File: src/rtl/alu_pkg.sv
// Shared constants and types for the ALU issue stage: ALU opcodes, RV32I major
// opcodes, result-select codes, skid-buffer states and the issued-entry record.
package alu_pkg;

  // ALU operation encodings seen by the execute stage
  localparam logic [3:0] ALU_ADD = 4'b0000;
  localparam logic [3:0] ALU_SUB = 4'b0001;
  localparam logic [3:0] ALU_AND = 4'b0010;
  localparam logic [3:0] ALU_OR  = 4'b0100;
  localparam logic [3:0] ALU_XOR = 4'b1000;
  localparam logic [3:0] ALU_SRL = 4'b1001;
  localparam logic [3:0] ALU_SLL = 4'b1010;
  localparam logic [3:0] ALU_SRA = 4'b1100;
  localparam logic [3:0] ALU_BUF = 4'b1101;

  // RV32I major opcodes (instr[6:0])
  localparam logic [6:0] OPC_OP     = 7'b0110011;
  localparam logic [6:0] OPC_OP_IMM = 7'b0010011;
  localparam logic [6:0] OPC_LUI    = 7'b0110111;
  localparam logic [6:0] OPC_AUIPC  = 7'b0010111;
  localparam logic [6:0] OPC_LOAD   = 7'b0000011;
  localparam logic [6:0] OPC_STORE  = 7'b0100011;
  localparam logic [6:0] OPC_BRANCH = 7'b1100011;
  localparam logic [6:0] OPC_JAL    = 7'b1101111;
  localparam logic [6:0] OPC_JALR   = 7'b1100111;

  // Result select: ALU result, signed less-than flag, unsigned less-than flag
  localparam logic [1:0] SLT_NONE = 2'b00;
  localparam logic [1:0] SLT_LT   = 2'b01;
  localparam logic [1:0] SLT_LTU  = 2'b10;

  typedef enum logic [1:0] {
    ST_EMPTY = 2'b00,
    ST_ONE   = 2'b01,
    ST_FULL  = 2'b10
  } skid_state_e;

  // One decoded instruction as it sits in the skid buffer
  typedef struct packed {
    logic [31:0] alu_a;
    logic [31:0] alu_b;
    logic [3:0]  alu_ctrl;
    logic [4:0]  rd;
    logic        reg_write;
    logic [1:0]  slt_sel;
    logic        is_branch;
    logic [2:0]  br_funct3;
    logic        illegal;
  } issue_t;

  // ALU op for the register/immediate arithmetic groups. instr[30] selects SUB
  // only for register-register ADD, and SRA for either shift-right form.
  function automatic logic [3:0] funct3_alu(input logic [2:0] f3,
                                            input logic       alt,
                                            input logic       allow_sub);
    logic [3:0] op;
    case (f3)
      3'b000:  op = (alt && allow_sub) ? ALU_SUB : ALU_ADD;
      3'b001:  op = ALU_SLL;
      3'b010:  op = ALU_SUB;
      3'b011:  op = ALU_SUB;
      3'b100:  op = ALU_XOR;
      3'b101:  op = alt ? ALU_SRA : ALU_SRL;
      3'b110:  op = ALU_OR;
      default: op = ALU_AND;
    endcase
    return op;
  endfunction

  // Compare instructions reuse the subtractor and pick a flag as the result
  function automatic logic [1:0] funct3_slt(input logic [2:0] f3);
    logic [1:0] sel;
    case (f3)
      3'b010:  sel = SLT_LT;
      3'b011:  sel = SLT_LTU;
      default: sel = SLT_NONE;
    endcase
    return sel;
  endfunction

endpackage

File: src/rtl/alu_issue_decode.sv
// Combinational RV32I decoder: turns an instruction, its PC and register
// operands into ALU operands, opcode and writeback/branch control.
module alu_issue_decode
  import alu_pkg::*;
(
  input  logic [31:0] instr,
  input  logic [31:0] pc,
  input  logic [31:0] rs1_data,
  input  logic [31:0] rs2_data,
  output logic [31:0] alu_a,
  output logic [31:0] alu_b,
  output logic [3:0]  alu_ctrl,
  output logic [4:0]  rd,
  output logic        reg_write,
  output logic [1:0]  slt_sel,
  output logic        is_branch,
  output logic [2:0]  br_funct3,
  output logic        illegal
);

  logic [6:0]         opcode;
  logic [2:0]         funct3;
  logic               alt;
  logic signed [31:0] imm_i;
  logic signed [31:0] imm_s;
  logic [31:0]        imm_u;
  logic [31:0]        shamt_ext;
  logic               shift_imm;
  logic               write_en;

  assign opcode    = instr[6:0];
  assign funct3    = instr[14:12];
  assign alt       = instr[30];
  assign rd        = instr[11:7];
  assign imm_i     = 32'($signed(instr[31:20]));
  assign imm_s     = 32'($signed({instr[31:25], instr[11:7]}));
  assign imm_u     = {instr[31:12], 12'b0};
  assign shamt_ext = {27'b0, instr[24:20]};
  assign shift_imm = (funct3 == 3'b001) || (funct3 == 3'b101);

  // Decode the major opcode into operands and control; x0 never gets written
  always_comb begin
    alu_a     = '0;
    alu_b     = '0;
    alu_ctrl  = ALU_ADD;
    slt_sel   = SLT_NONE;
    is_branch = 1'b0;
    br_funct3 = 3'b000;
    illegal   = 1'b0;
    write_en  = 1'b0;
    case (opcode)
      OPC_OP: begin
        alu_a    = rs1_data;
        alu_b    = rs2_data;
        alu_ctrl = funct3_alu(funct3, alt, 1'b1);
        slt_sel  = funct3_slt(funct3);
        write_en = 1'b1;
      end
      OPC_OP_IMM: begin
        alu_a    = rs1_data;
        alu_b    = shift_imm ? shamt_ext : imm_i;
        alu_ctrl = funct3_alu(funct3, alt, 1'b0);
        slt_sel  = funct3_slt(funct3);
        write_en = 1'b1;
      end
      OPC_LUI: begin
        alu_b    = imm_u;
        alu_ctrl = ALU_BUF;
        write_en = 1'b1;
      end
      OPC_AUIPC: begin
        alu_a    = pc;
        alu_b    = imm_u;
        write_en = 1'b1;
      end
      OPC_LOAD: begin
        alu_a    = rs1_data;
        alu_b    = imm_i;
        write_en = 1'b1;
      end
      OPC_STORE: begin
        alu_a = rs1_data;
        alu_b = imm_s;
      end
      OPC_BRANCH: begin
        alu_a     = rs1_data;
        alu_b     = rs2_data;
        alu_ctrl  = ALU_SUB;
        is_branch = 1'b1;
        br_funct3 = funct3;
      end
      OPC_JAL, OPC_JALR: begin
        alu_a    = pc;
        alu_b    = 32'd4;
        write_en = 1'b1;
      end
      default: begin
        illegal = 1'b1;
      end
    endcase
    reg_write = write_en && (rd != 5'd0);
  end

endmodule

File: src/rtl/alu_issue_stage.sv
// ALU issue stage: decodes the incoming instruction and holds it in a
// two-entry skid buffer so in_ready can be a flop without losing data.
module alu_issue_stage
  import alu_pkg::*;
(
  input  logic        clk,
  input  logic        rst,
  input  logic        in_valid,
  output logic        in_ready,
  input  logic [31:0] instr,
  input  logic [31:0] pc,
  input  logic [31:0] rs1_data,
  input  logic [31:0] rs2_data,
  input  logic        flush,
  output logic        out_valid,
  input  logic        out_ready,
  output logic [31:0] alu_a,
  output logic [31:0] alu_b,
  output logic [3:0]  alu_ctrl,
  output logic [4:0]  rd,
  output logic        reg_write,
  output logic [1:0]  slt_sel,
  output logic        is_branch,
  output logic [2:0]  br_funct3,
  output logic        illegal
);

  issue_t      dec;
  issue_t      head_q, head_d;
  issue_t      skid_q, skid_d;
  skid_state_e state_q, state_d;
  logic        in_ready_q, in_ready_d;
  logic        out_valid_q, out_valid_d;
  logic        accept;
  logic        consume;

  alu_issue_decode u_decode (
    .instr     (instr),
    .pc        (pc),
    .rs1_data  (rs1_data),
    .rs2_data  (rs2_data),
    .alu_a     (dec.alu_a),
    .alu_b     (dec.alu_b),
    .alu_ctrl  (dec.alu_ctrl),
    .rd        (dec.rd),
    .reg_write (dec.reg_write),
    .slt_sel   (dec.slt_sel),
    .is_branch (dec.is_branch),
    .br_funct3 (dec.br_funct3),
    .illegal   (dec.illegal)
  );

  assign accept  = in_valid && in_ready_q;
  assign consume = out_valid_q && out_ready;

  // Next state of the skid buffer; flush empties it ahead of any handshake
  always_comb begin
    state_d = state_q;
    head_d  = head_q;
    skid_d  = skid_q;
    if (flush) begin
      state_d = ST_EMPTY;
    end else begin
      case (state_q)
        ST_EMPTY: begin
          if (accept) begin
            head_d  = dec;
            state_d = ST_ONE;
          end
        end
        ST_ONE: begin
          case ({accept, consume})
            2'b10: begin
              skid_d  = dec;
              state_d = ST_FULL;
            end
            2'b01: state_d = ST_EMPTY;
            2'b11: head_d = dec;
            default: state_d = ST_ONE;
          endcase
        end
        ST_FULL: begin
          if (consume) begin
            head_d  = skid_q;
            state_d = ST_ONE;
          end
        end
        default: state_d = ST_EMPTY;
      endcase
    end
    in_ready_d  = (state_d != ST_FULL);
    out_valid_d = (state_d != ST_EMPTY);
  end

  // Control and the visible head entry; reset wins over flush and handshakes
  always_ff @(posedge clk) begin
    if (rst) begin
      state_q     <= ST_EMPTY;
      in_ready_q  <= 1'b1;
      out_valid_q <= 1'b0;
      head_q      <= '0;
    end else begin
      state_q     <= state_d;
      in_ready_q  <= in_ready_d;
      out_valid_q <= out_valid_d;
      head_q      <= head_d;
    end
  end

  // Skid entry is only read while FULL, so it needs no reset
  always_ff @(posedge clk) begin
    skid_q <= skid_d;
  end

  assign in_ready  = in_ready_q;
  assign out_valid = out_valid_q;
  assign alu_a     = head_q.alu_a;
  assign alu_b     = head_q.alu_b;
  assign alu_ctrl  = head_q.alu_ctrl;
  assign rd        = head_q.rd;
  assign reg_write = head_q.reg_write;
  assign slt_sel   = head_q.slt_sel;
  assign is_branch = head_q.is_branch;
  assign br_funct3 = head_q.br_funct3;
  assign illegal   = head_q.illegal;

endmodule

File: config.mk
export PLATFORM = sky130hd
export DESIGN_NAME = alu_issue_stage
export DESIGN_NICKNAME = d
export VERILOG_FILES = /design/src/rtl/alu_pkg.sv /design/src/rtl/alu_issue_decode.sv /design/src/rtl/alu_issue_stage.sv
export SDC_FILE = /design/constraint.sdc
export NUM_CORES = 1
export LEC_CHECK = 0
export CAP_MARGIN = 20
export CORE_MARGIN = 4
export CORE_UTILIZATION = 51
export CTS_CLUSTER_DIAMETER = 150
export DETAILED_ROUTE_END_ITERATION = 10
export DONT_BUFFER_PORTS = 1
export GPL_TIMING_DRIVEN = 0
export PLACE_DENSITY = 0.77
export SETUP_SLACK_MARGIN = 0.3
export SYNTH_ARGS = -nofsm -noshare
export SYNTH_HDL_FRONTEND = slang
export SYNTH_SLANG_ARGS = --single-unit
export TNS_END_PERCENT = 1
File: constraint.sdc
create_clock -name clk -period 19.7 [get_ports clk]
set_clock_uncertainty 0.15 [all_clocks]
set_input_delay 3.94 -clock clk [delete_from_list [all_inputs] [get_ports clk]]
set_output_delay 3.94 -clock clk [all_outputs]
set_load 0.05 [all_outputs]
==> impl_summary.md <==
Hold path
The path class of the tightest hold or removal check is reg -> reg. The worst hold path was traced through 2 stages.

Yosys
The share of the yosys chip area belonging to registers is 0.5574. The number of warnings issued by yosys is 0. Synthesis produced a netlist with a net count of around 850. After synthesis, the cell types taking the most area are sky130_fd_sc_hd__edfxtp_1 33%, sky130_fd_sc_hd__dfxtp_1 23%, sky130_fd_sc_hd__o221ai_1 6.3%, sky130_fd_sc_hd__nand2_1 6.1%, sky130_fd_sc_hd__a31oi_1 4.5%. The portion of synthesized cell area occupied by the leading cell type is 0.3280. The netlist area before placement is 0.007416 sq mm. The netlist uses 63 different library cells. The most instantiated flip-flop cell in the synthesis netlist is sky130_fd_sc_hd__dfxtp_1.

The flip-flop and latch count after synthesis is roughly 170. The post-synthesis cell count is 713. Yosys mapped a number of flops with a built-in enable equal to between 80 and 90. After synthesis, the share of flip-flops with an asynchronous set or reset is 0. The top cell type by total area after synthesis is sky130_fd_sc_hd__edfxtp_1. The mean instance size in the synthesized netlist is roughly 10 sq um.

Status
The run finished with clean final reports.

STA
The final hold violation count came to 0. The number of max-slew violations in the final report is 0. The slew at the pin with the worst max-slew slack is ~700 ps. The maximum achievable frequency is about 0.18 GHz.

Setup violations remaining at the end of the flow were counted as 0. The worst relative slew slack is 0.5272. The smallest clock period supported by the final layout is computed as 5603 ps. Setup repair after global routing left no endpoint under its margin. The post-route fraction of the period consumed by the critical path is 0.2844. Summed over all failing endpoints, the final setup total negative slack is 0 ps.

Route
The routed via count divided by cell count is roughly 6.8. The detailed router used layers up to and including met4. The mean routed wirelength per cell is approximately 24 um. The post-detailed-route count of antenna-violating nets is 0. The routed design uses 11160 um of met2 wire. For this run, design rule violations remaining after detail routing come to 0. The sum of met3 wire segment lengths after detailed routing is roughly 2700 um.

The detailed router put a total of ~8500 um of wire on met1. The pre-antenna-repair detailed-routing pass consisted of 6 iterations. For this block, the routed nets add up to around 23000 um of wire. The detailed router's first-iteration violation count is 632.

The number of vias in the routed layout is 6326.

Critical path
The cell with the most instances on the worst path is sky130_fd_sc_hd__clkbuf_1. The required arrival time at the worst endpoint is between 15000 and 20000 ps. Setup slack on the worst reg-to-reg path comes out at 17190 ps. The kind of cell adding the most delay to the critical path is buffers and inverters.

The startpoint kind of the worst setup timing path is an input port. The type of the setup path with the least slack is in -> reg. On the worst path, the slowest cell contributes a delay of between 500 and 600 ps. The category of the worst setup path capture point is a register. The logic depth of the worst path, buffers included is 6.

Measured in cells, the most critical reg-to-reg path has a length of 6. Of all nets on the critical path, the largest fanout is 10. The data arrival time at the worst-slack endpoint is slightly below 6000 ps. Together, buffers and inverters on the worst path number 4.

Walking the worst path, the cells encountered are clkbuf_1 -> inv_1 -> clkbuf_1 -> clkbuf_1 -> o221ai_1 -> a31oi_1. The critical-path cell with the highest stage delay is sky130_fd_sc_hd__clkbuf_1.

Global route
Entering global routing, the biggest net connects 17 pins. The initial antenna violation count is 0. The number of global-route vias before repair came to 6224. In the global route stage, overall resource usage came out at 0.2700. The global-route wire length before repair is 34730 um. After global routing the overflow that remains totals 0.

Clock network
Once the clock tree was built, the setup fixing pass inserted 0 buffers. CTS saw 166 sinks. The clock root buffer is sky130_fd_sc_hd__clkbuf_16. The clock-pin slew reported for the worst setup and hold paths after clock tree synthesis is roughly 60 ps. The TritonCTS clock tree is yes. The number of clock buffers added by TritonCTS is 17. The number of hold buffers added after CTS was 0. In this run the deepest clock path goes through 2 buffers. The maximum level of the CTS H-tree is 4. The total of cells resized after clock tree synthesis is 0.

The clock latency on the worst-skew pair is 430 ps.

Cells and area
The number of diodes added for antenna fixing is 0. The fill cell total of the finished layout is 1172. The final core utilization is 0.5923. The net count of the finished layout is ~870.

Relative to the synthesized area, the layout overhead comes to 12.15%. Of the cells placed in the final design, the portion with a size suffix greater than 1 is 0.1144.

Power and ir drop
The total leakage power is 3.168 nW. The sequential share of power is 0.522. The part of the total power dissipated in the clock network is 0.412.

The share of total power dissipated in combinational logic is 0.066. The worst-case IR drop observed on VDD is 0.00005784 V. Of the total power, the share spent switching nets is 0.2720. Dividing total power by cell area gives a power density of approximately 98 mW/mm^2. In this run the power spent charging and discharging nets is around 220 uW. The internal power of the cells is 592.9 uW.

Die
~220 I/O pins were placed. The area of the core is around 0.014 sq mm. The area enclosed by the die boundary is roughly 0.017 sq mm. The starting density of the core is 0.5281. The die is ~130 um tall. The total number of placement rows is 43. The die is 128.6 um wide.

Place
The post-DP HPWL is 16860 um. The number of port buffers is 0. The final RePlAce weighted congestion is about 0.94.

Run
The number of max-capacitance violations reported is 0.
power groups by stage:
stage | logic (mW) | registers, mW | clock network [mW]
after floorplan | 0.0400 | 0.428 | 0
after global placement | 0.0501 | 0.433 | 0
after detailed placement | 0.0530 | 0.433 | 0
after CTS | 0.0534 | 0.425 | 0.340
after global routing | 0.0596 | 0.426 | 0.355
final | 0.0541 | 0.425 | 0.336
cell type report:
cell class                      instances  area, sq um  area share
Clock inverter                         12        155.1     0.01866
Timing Repair Buffer                    7        78.83    0.009478
Clock buffer                           20        436.7     0.05250
Tap cell                              180        225.2     0.02708
Sequential cell                       166         4134      0.4971
Inverter                                7        26.28    0.003159
Buffer                                 65        315.3     0.03791
Multi-Input combinational cell        475         2945      0.3541
cell usage in the layout, fill, tap and decap left out, types with 5 or more instances in the layout:
cell type	count
sky130_fd_sc_hd__a21oi_1	32
sky130_fd_sc_hd__a22o_1	5
sky130_fd_sc_hd__a22oi_1	20
sky130_fd_sc_hd__a311oi_1	5
sky130_fd_sc_hd__a31oi_1	53
sky130_fd_sc_hd__a32o_1	5
sky130_fd_sc_hd__a32oi_1	14
sky130_fd_sc_hd__a41oi_1	7
sky130_fd_sc_hd__and2_1	6
sky130_fd_sc_hd__buf_2	22
sky130_fd_sc_hd__buf_4	9
sky130_fd_sc_hd__buf_6	8
sky130_fd_sc_hd__clkbuf_1	34
sky130_fd_sc_hd__clkbuf_16	17
sky130_fd_sc_hd__dfxtp_1	85
sky130_fd_sc_hd__edfxtp_1	81
sky130_fd_sc_hd__inv_1	7
sky130_fd_sc_hd__nand2_1	120
sky130_fd_sc_hd__nand2b_1	5
sky130_fd_sc_hd__nor2_1	23
sky130_fd_sc_hd__nor3_1	7
sky130_fd_sc_hd__o21ai_0	56
sky130_fd_sc_hd__o221ai_1	53
cell families after synthesis:
kind of cell | share of synthesized area
XOR/XNOR | 0.002363
flip-flops | 0.5574
multiplexers | 0.002700
AO/OA/AOI/OAI | 0.2580
buffers and inverters | 0.04606
AND/OR/NAND/NOR | 0.1335
state kept, by name, indices dropped and copies added (netlist names), 2 cells and up:
register	cells
alu_a	32
skid_q	81
slt_sel	2
alu_b	32
rd	5
alu_ctrl	4
state_q	2
br_funct3	3
per-layer routing:
layer	vias to the layer above	global-route usage
met4	0	0.09389
met5	-	0
met3	41	0.09381
met2	427	0.4511
li1	2835	-
met1	3023	0.3262
worst reg2reg max path: stages, from the launching register on:
cell and delay [ps]:
sky130_fd_sc_hd__dfxtp_1 720, sky130_fd_sc_hd__a2bb2oi_1 210, sky130_fd_sc_hd__a211oi_2 450, sky130_fd_sc_hd__buf_4 290, sky130_fd_sc_hd__buf_2 280, sky130_fd_sc_hd__o21ai_0 160
sky130_fd_sc_hd__a21oi_1 180
worst paths after layout:
| kind | startpoint | end |
|---|---|---|
| max | rst | alu_a[5]$_SDFFE_PP0P_ |
| min | skid_q[9]$_DFFE_PP_ | rd[1]$_SDFFE_PP0P_ |
| max reg2reg | out_valid$_SDFF_PP0_ | alu_b[7]$_SDFFE_PP0P_ |
| min reg2reg | skid_q[9]$_DFFE_PP_ | rd[1]$_SDFFE_PP0P_ |
metrics by stage:
stage	std cells	worst slack [ps]	hold slack, ps	instance area (sq um)	power [mW]
2_1_floorplan	713	9298	334.9	7416	0.4684
3_3_place_gp	893	6543	369.8	7641	0.4831
3_5_place_dp	900	13670	372.0	7725	0.4857
4_1_cts	932	14140	388.5	8317	0.8188
5_1_grt	932	13930	422.0	8317	0.8403
6_report	932	14100	390.2	8317	0.8144
synthesized netlist by cell type (all sizes together) (2+ instances only):
cell type / instances
buf: 32
a21oi: 33
a22oi: 20
o21ai: 59
nor2: 24
clkbuf: 33
nor4: 5
nand2b: 6
nand3: 5
a221oi: 4
nor2b: 2
a311oi: 5
edfxtp: 81
dfxtp: 85
xor2: 2
nand3b: 3
mux2i: 2
inv: 7
a31oi: 53
a22o: 5
and2: 6
nor3: 10
a211o: 2
nand4: 2
nand2: 120
a41oi: 7
o31ai: 3
o221ai: 53
and3: 4
a211oi: 2
a32o: 5
and3b: 2
a32oi: 14
Power figures use the tool's default switching activity.
